[config.mk]
export PLATFORM = sky130hd
export DESIGN_NAME = afe_attn_spi_driver
export DESIGN_NICKNAME = d
export VERILOG_FILES = /design/src/rtl/afe_attn_spi_driver.sv
export SDC_FILE = /design/constraint.sdc
export NUM_CORES = 1
export LEC_CHECK = 0
export ABC_CLOCK_PERIOD_IN_PS = 2100
export BUFFER_PORTS_ARGS = -buffer_cell sky130_fd_sc_hd__buf_2
export CORE_MARGIN = 2
export CORE_UTILIZATION = 40
export DETAILED_ROUTE_END_ITERATION = 10
export PLACE_DENSITY_LB_ADDON = 0.08
export SETUP_SLACK_MARGIN = 0.5
export SLEW_MARGIN = 20
export SYNTH_ARGS = -nofsm -noshare
export SYNTH_HDL_FRONTEND = slang
export SYNTH_SLANG_ARGS = --single-unit
[constraint.sdc]
create_clock -name sysClk -period 2.1 [get_ports sysClk]
set_clock_uncertainty 0.15 [all_clocks]
set_input_delay 0.21 -clock sysClk [delete_from_list [all_inputs] [get_ports sysClk]]
set_output_delay 0.21 -clock sysClk [all_outputs]
set_load 0.005 [all_outputs]
[src/rtl/afe_attn_spi_driver.sv]
// Serial driver for the AFE attenuator/switch shift registers: one shared shift
// engine, MSB-first, per-lane SCK/SDI/LE pins, with busy, sticky reject and last-value readback.
module afe_attn_spi_driver #(
  parameter int CLK_RATE        = 99999001,
  parameter int SPI_CLK_RATE    = 10000000,
  parameter int HALF_TICKS      = (CLK_RATE + 2 * SPI_CLK_RATE - 1) / (2 * SPI_CLK_RATE),
  parameter int DATA_WIDTH      = 16,
  parameter int CHANNEL_COUNT   = 2,
  parameter int CHSEL_WIDTH     = 1,
  parameter int LE_HALF_PERIODS = 1
) (
  input  logic                                sysClk,
  input  logic                                sysReset_n,
  input  logic                                wrStrobe,
  input  logic [CHSEL_WIDTH-1:0]              wrChannel,
  input  logic [DATA_WIDTH-1:0]               wrData,
  input  logic                                clrFlags,
  output logic                                busy,
  output logic                                rejected,
  output logic [CHANNEL_COUNT*DATA_WIDTH-1:0] lastValue,
  output logic [CHANNEL_COUNT-1:0]            AFE_SPI_CLK,
  output logic [CHANNEL_COUNT-1:0]            AFE_SPI_SDI,
  output logic [CHANNEL_COUNT-1:0]            AFE_SPI_LE
);

  localparam int HT          = (HALF_TICKS < 1) ? 1 : HALF_TICKS;
  localparam int LE_HP       = (LE_HALF_PERIODS < 1) ? 1 : LE_HALF_PERIODS;
  localparam int LATCH_TICKS = LE_HP * HT;
  localparam int DIV_W       = $clog2(LATCH_TICKS + 1);
  localparam int BIT_W       = (DATA_WIDTH > 1) ? $clog2(DATA_WIDTH) : 1;

  typedef enum logic [2:0] {IDLE, SETUP, CLKH, CLKL, LATCH, GAP} state_e;

  state_e                              state_q, state_d;
  logic [DIV_W-1:0]                    div_q, div_d;
  logic [BIT_W-1:0]                    bit_q, bit_d;
  logic [DATA_WIDTH-1:0]               sh_q, sh_d;
  logic [DATA_WIDTH-1:0]               data_q, data_d;
  logic [CHSEL_WIDTH-1:0]              chan_q, chan_d;
  logic                                busy_q, busy_d;
  logic                                rejected_q, rejected_d;
  logic [CHANNEL_COUNT*DATA_WIDTH-1:0] last_q, last_d;
  logic [CHANNEL_COUNT-1:0]            sck_q, sck_d, sdi_q, sdi_d, le_q, le_d;

  logic chan_ok;
  logic phase_last;
  logic rej_set;
  logic sck_line, sdi_line, le_line;

  // When every encoding of the select field names a real lane there is nothing to range-check.
  if (CHANNEL_COUNT >= (1 << CHSEL_WIDTH)) begin : g_chan_full
    assign chan_ok = 1'b1;
  end else begin : g_chan_part
    assign chan_ok = (wrChannel < CHSEL_WIDTH'(CHANNEL_COUNT));
  end

  assign phase_last = (state_q == LATCH) ? (div_q == DIV_W'(LATCH_TICKS - 1))
                                         : (div_q == DIV_W'(HT - 1));

  always_comb begin
    state_d    = state_q;
    div_d      = div_q;
    bit_d      = bit_q;
    sh_d       = sh_q;
    data_d     = data_q;
    chan_d     = chan_q;
    busy_d     = busy_q;
    last_d     = last_q;
    rej_set    = wrStrobe && ((state_q != IDLE) || !chan_ok);
    rejected_d = rej_set || (rejected_q && !clrFlags);

    if (state_q == IDLE) begin
      div_d = '0;
      if (wrStrobe && chan_ok) begin
        state_d = SETUP;
        chan_d  = wrChannel;
        data_d  = wrData;
        sh_d    = wrData;
        bit_d   = BIT_W'(DATA_WIDTH - 1);
        busy_d  = 1'b1;
      end
    end else if (!phase_last) begin
      div_d = div_q + 1'b1;
    end else begin
      div_d = '0;
      case (state_q)
        SETUP: state_d = CLKH;
        CLKH: begin
          state_d = CLKL;
          // The LSB stays on SDI through the final low phase.
          if (bit_q != '0) sh_d = sh_q << 1;
        end
        CLKL: begin
          if (bit_q == '0) begin
            state_d = LATCH;
          end else begin
            state_d = CLKH;
            bit_d   = bit_q - 1'b1;
          end
        end
        LATCH: state_d = GAP;
        GAP: begin
          state_d = IDLE;
          busy_d  = 1'b0;
          for (int n = 0; n < CHANNEL_COUNT; n++) begin
            if (chan_q == CHSEL_WIDTH'(n)) last_d[n*DATA_WIDTH +: DATA_WIDTH] = data_q;
          end
        end
        default: state_d = IDLE;
      endcase
    end

    // Pins are registered copies of what the next state implies, steered to the selected lane.
    sck_line = (state_d == CLKH);
    sdi_line = ((state_d == SETUP) || (state_d == CLKH) || (state_d == CLKL)) && sh_d[DATA_WIDTH-1];
    le_line  = (state_d == LATCH);
    sck_d    = '0;
    sdi_d    = '0;
    le_d     = '0;
    for (int n = 0; n < CHANNEL_COUNT; n++) begin
      if (chan_d == CHSEL_WIDTH'(n)) begin
        sck_d[n] = sck_line;
        sdi_d[n] = sdi_line;
        le_d[n]  = le_line;
      end
    end
  end

  always_ff @(posedge sysClk or negedge sysReset_n) begin
    if (!sysReset_n) begin
      state_q    <= IDLE;
      div_q      <= '0;
      bit_q      <= '0;
      sh_q       <= '0;
      data_q     <= '0;
      chan_q     <= '0;
      busy_q     <= 1'b0;
      rejected_q <= 1'b0;
      last_q     <= '0;
      sck_q      <= '0;
      sdi_q      <= '0;
      le_q       <= '0;
    end else begin
      state_q    <= state_d;
      div_q      <= div_d;
      bit_q      <= bit_d;
      sh_q       <= sh_d;
      data_q     <= data_d;
      chan_q     <= chan_d;
      busy_q     <= busy_d;
      rejected_q <= rejected_d;
      last_q     <= last_d;
      sck_q      <= sck_d;
      sdi_q      <= sdi_d;
      le_q       <= le_d;
    end
  end

  assign busy        = busy_q;
  assign rejected    = rejected_q;
  assign lastValue   = last_q;
  assign AFE_SPI_CLK = sck_q;
  assign AFE_SPI_SDI = sdi_q;
  assign AFE_SPI_LE  = le_q;

endmodule

Word level (Yosys, flattened, before mapping)
Cells that the tools add are included.
Widths: inputs -> output; s select.
{"block": "totals", "ff_bits": 83, "inputBits": 21, "word_cells": 81}
{"block": "classes", "n_addsub": 2, "n_eq_ne": 12, "n_mux": 29, "bitwise_logic": 2, "reduce_logical": 22}
{"cell": "$mux 16", "n": 5}
{"cell": "$mux 4", "n": 5}
{"cell": "$mux 3", "n": 6}
{"cell": "$reduce_and 4->1", "n": 4}
{"cell": "$eq 3x2->1 const B", "n": 4}
{"cell": "$eq 3x3->1 const B", "n": 4}
{"cell": "$mux 1", "n": 12}
{"cell": "$pmux 3 s4", "n": 1}
{"cell": "$reduce_bool 2->1", "n": 5}
{"cell": "$eq 3x1->1 const B", "n": 2}
{"cell": "$logic_not 4->1", "n": 1}
{"cell": "$ne 2x2->1 const B", "n": 2}
{"cell": "$reduce_bool 4->1", "n": 1}
{"cell": "$sub 4x1->4 const B", "n": 1}
{"cell": "$add 3x1->3 const B", "n": 1}
{"cell": "$logic_and 1x1->1", "n": 3}
{"cell": "$logic_not 3->1", "n": 1}
{"cell": "$logic_or 1x1->1", "n": 3}
{"cell": "$reduce_and 3->1", "n": 1}
{"cell": "$reduce_bool 3->1", "n": 1}
{"cell": "$not 1->1", "n": 2}
{"cell": "$reduce_and 2->1", "n": 1}
{"cell": "$logic_not 1->1", "n": 1}

Logic depth before layout (Yosys ltp)
{"block": "depth", "ltp_word": 10, "mapped_depth": 8}

Worst setup path before layout
Ideal clock, no wire load.
{"block": "synth_timing", "kind": "reg2reg", "startpoint": "register div_q[0]", "endpoint": "register last_q[22] (netlist: lastValue[22])", "arrival_time_ns": 1.734, "required_ns": 1.825, "path_slack_ns": 0.091, "stages_incl_launch_ff": 9, "path_buffers": 2, "cell_sequence": "dfrtp_1 > inv_1 > ha_1 > and2_4 > nand4_4 > or2_1 > buf_6 > buf_12 > mux2_4"}
{"block": "synth_between", "elab_chain_len": 2}
{"element": "start: declaration", "line": "35", "rtl": "logic [DIV_W-1:0] div_q, div_d;"}
{"element": "start signal: assignment", "line": "145", "rtl": "div_q <= div_d;"}
{"element": "$eq 3x3->1", "line": "57, 58"}
{"element": "$reduce_and 4->1 (no source line)"}
{"element": "end signal: assignment", "line": "152", "rtl": "last_q <= last_d;"}
{"element": "end: declaration", "line": "42", "rtl": "logic [CHANNEL_COUNT*DATA_WIDTH-1:0] last_q, last_d;"}
Every way passes these cells.
A chain may end at the register's enable or synchronous reset.

Worst setup path after layout
{"block": "layout_timing", "startpoint": "register div_q[1]", "endpoint": "register last_q[25] (netlist: lastValue[25])"}
Same word-level chain as after synthesis.

==> impl_metrics.ini <==
[timing]
hold_viol_final = 0
timing.final.ws_setup_ns = 0.234
fmax_ghz = 0.536
final-setup-viol-count = 0
worstMarginPinSlew_ns = 0.471
slew_headroom_pct = 68.6
rsz0062_at_grt = true
min_period_over_period_pct = 88.8
drv_slew = 0
setup_tns_ns = 0
min_period_ns = 1.87

[critical_path]
crit_required_ns = 2.19
path_cells = inv_2 > ha_4 > and2_4 > nand4_4 > or2_4 > buf_12 > mux2_4
crit_arrival_ns = 1.96
end_kind = flip-flop
cpPeakStageDelay_ns = 0.40
critPathSlowestCell = dfrtp_1
path_max_fanout = 12
critical_path_class = reg -> reg
startpoint_type = flip-flop

[drt]
routed_via_density = 4.99
ant_nets = 0
wl_per_cell_um = 16.1
detail_route.iter0.violations = 79
drcViolationCount = 0
vias = 2373
first_pass_iters = 4
finalWirelength_um = 7670

[cts]
h-tree-depth = 3
clkLatencyLatePin_ns = 0.35
numCtsBuffers = 9
cts-root-buf = clkbuf_8
cts_tree = built
clk_pin_slew_ns = 0.09
clk_path_buf_depth = 2
numClockSinks = 83

[synth]
yosys-top-cells-area = dfrtp_1, mux2_2, mux2_4, a22o_1, a21o_1
ys_seq_area_share_pct = 59.4
synth_edf_count = 0
synth_seq_cells = 83
synth_top_area_share_pct = 59.4
synth.avg_cell_area_sq_um = 14.0
yosysMostFrequentCell = dfrtp_1
synthArstFlopShare_pct = 100
synth_area_sq_um = 3490
ys_top_cells_by_count = dfrtp_1, mux2_2, nor2_1
synth.yosys.warnings = 0
ys_types = 35
synth_fp_nets = 273
synth_largest_area_cell = dfrtp_1
postSynthCellCount = 249
synthFlopType = dfrtp_1

[run_status]
status = completed

[floorplan]
rows = 34
die_y_um = 97.5
start_util_pct = 40.7
dieArea_sq_um = 9500
ios = 61
die_x_um = 97.5
coreArea_sq_um = 8590

[placement]
place_congestion = 0.790
place_ws_ns = 0.149
place_inst = 419
io_buffers = 60
hpwlAfterDp_um = 4710

[global_routing]
use_met1_pct = 24.4
grt_use_total_pct = 16.8
use_met2_pct = 25.1
top_usage_layer = met2
antenna_found_initial = 0
grt_pass1_vias = 2441
use_met3_pct = 3.17
grt-ovfl-total = 0
grt_pass1_wl_um = 12700
grt_max_degree = 35

[power]
p_int_w = 0.00350
swShare_pct = 29.7
comb_power_share_pct = 26.6
clkPwrFrac_pct = 26.2
switchingPower_w = 0.00148
totalPowerFinal_w = 0.00499
cellPowerDensity_nw_per_um2 = 1030
pwr-share-seq_pct = 47.2
ir_worst_vdd_mv = 0.454
leakage_nw = 2.53

[worst_hold_path]
hp-class = in -> async

[finish]
layout.cells.non_filler = 476
fin_nets = 387
syn_to_final_growth_pct = 39.0
nFillCells = 734
antenna_cells = 0
drive_gt1_share_pct = 49.2

[flow_run]
maxCapViolations = 0
-- through the flow --
stage	util, %	hold WS (ns)	cell area [sq um]
after global routing	56.5	0.235	4860
after CTS	55.2	0.194	4740
after detailed placement	47.6	0.0533	4090
after global placement	47.6	0.0489	4090
after floorplan	-	-0.236	3630
final	56.5	0.194	4860
-- sequential cells by signal, indices dropped and copies added (netlist names) --
name,flops
AFE_SPI_SDI,2
AFE_SPI_CLK,2
sh_q,16
bit_q,4
lastValue,32
div_q,3
AFE_SPI_LE,2
rejected,1
data_q,16
busy,1
state_q,3
chan_q,1
-- layer usage --
layer	routed length (um)	up-vias
li1	-	1106
met2	3500	41
met3	221	11
met5	0	-
met1	3830	1215
met4	129	0
-- critical path, delay by kind of cell, from the launching register on --
kind	cells	cell delay (ns)
and+or+nand+nor	3	0.53
adders and majority gates	1	0.15
buffers and inverters	2	0.23
DFF	1	0.40
muxes	1	0.30
-- worst paths after layout --
path,start,cells past startpoint,slack (ns),endpoint
worst min register to register,sh_q[13],1,0.33,sh_q[13]
worst max-delay path,div_q[1],7,0.23,lastValue[25]
worst min-delay path,sysReset_n,2,0.19,lastValue[1]
worst max register to register,div_q[1],7,0.23,lastValue[25]
max in group asynchronous,sysReset_n,3,0.97,lastValue[2]
min in group sysClk,wrStrobe,4,0.20,state_q[0]
-- power groups by stage --
stage                     clock [W]  combinational (W)  sequential [W]
final                       0.00130            0.00133         0.00236
after global placement            0            0.00104         0.00240
after detailed placement          0            0.00106         0.00241
after global routing        0.00141            0.00146         0.00242
after floorplan                   0           0.000832         0.00231
after CTS                   0.00134            0.00130         0.00235
-- layout make-up --
cell class | count | area (sq um) | share of cell area (%)
Inverter | 12 | 45.0 | 0.927
Clock inverter | 7 | 98.8 | 2.03
Timing Repair Buffer | 113 | 907 | 18.7
Tap cell | 108 | 135 | 2.78
Multi-Input combinational cell | 144 | 1470 | 30.2
Sequential cell | 83 | 2080 | 42.8
Clock buffer | 9 | 124 | 2.55
-- logic make-up (layout without fill, tap and decap cells) --
group	after synthesis	after routing	share of synthesized area (%)
muxes	57	57	19.2
buffers and inverters	23	141	3.69
AOI/OAI and AO/OA	43	43	9.70
DFF	83	83	59.4
and+or+nand+nor	40	41	6.91
adders and majority gates	3	3	1.07
-- timing repair --
| action | CTS | global route |
|---|---|---|
| setup buffers | 15 | 3 |
| endpoints found under the hold margin | 51 | 0 |
| setup endpoints to repair | 73 | 78 |
| pin swaps | 3 | 4 |
| gates cloned | 2 | 1 |
| resized for setup | 11 | 18 |
| hold buffers | 20 | 0 |
-- placed cells by master (no fill, tap or decap), types with 2 or more instances in the layout --
master / netlist / layout
a21o_1: 14 / 14
a21oi_1: 4 / 4
a22o_1: 15 / 15
buf_12: 1 / 8
buf_2: 6 / 59
buf_4: 3 / 19
buf_6: 1 / 5
bufinv_16: 0 / 2
clkbuf_8: 0 / 9
dfrtp_1: 83 / 81
dfrtp_2: 0 / 2
dlygate4sd3_1: 0 / 20
ha_4: 0 / 2
inv_1: 12 / 8
inv_2: 0 / 4
inv_6: 0 / 3
mux2_2: 40 / 8
mux2_4: 10 / 42
mux2i_1: 7 / 6
nand2_1: 4 / 4
nand3_1: 2 / 2
nor2_1: 19 / 19
nor2_4: 0 / 2
nor3_1: 4 / 4
o21a_1: 2 / 2
No activity file was read; power rests on OpenSTA's default activity.
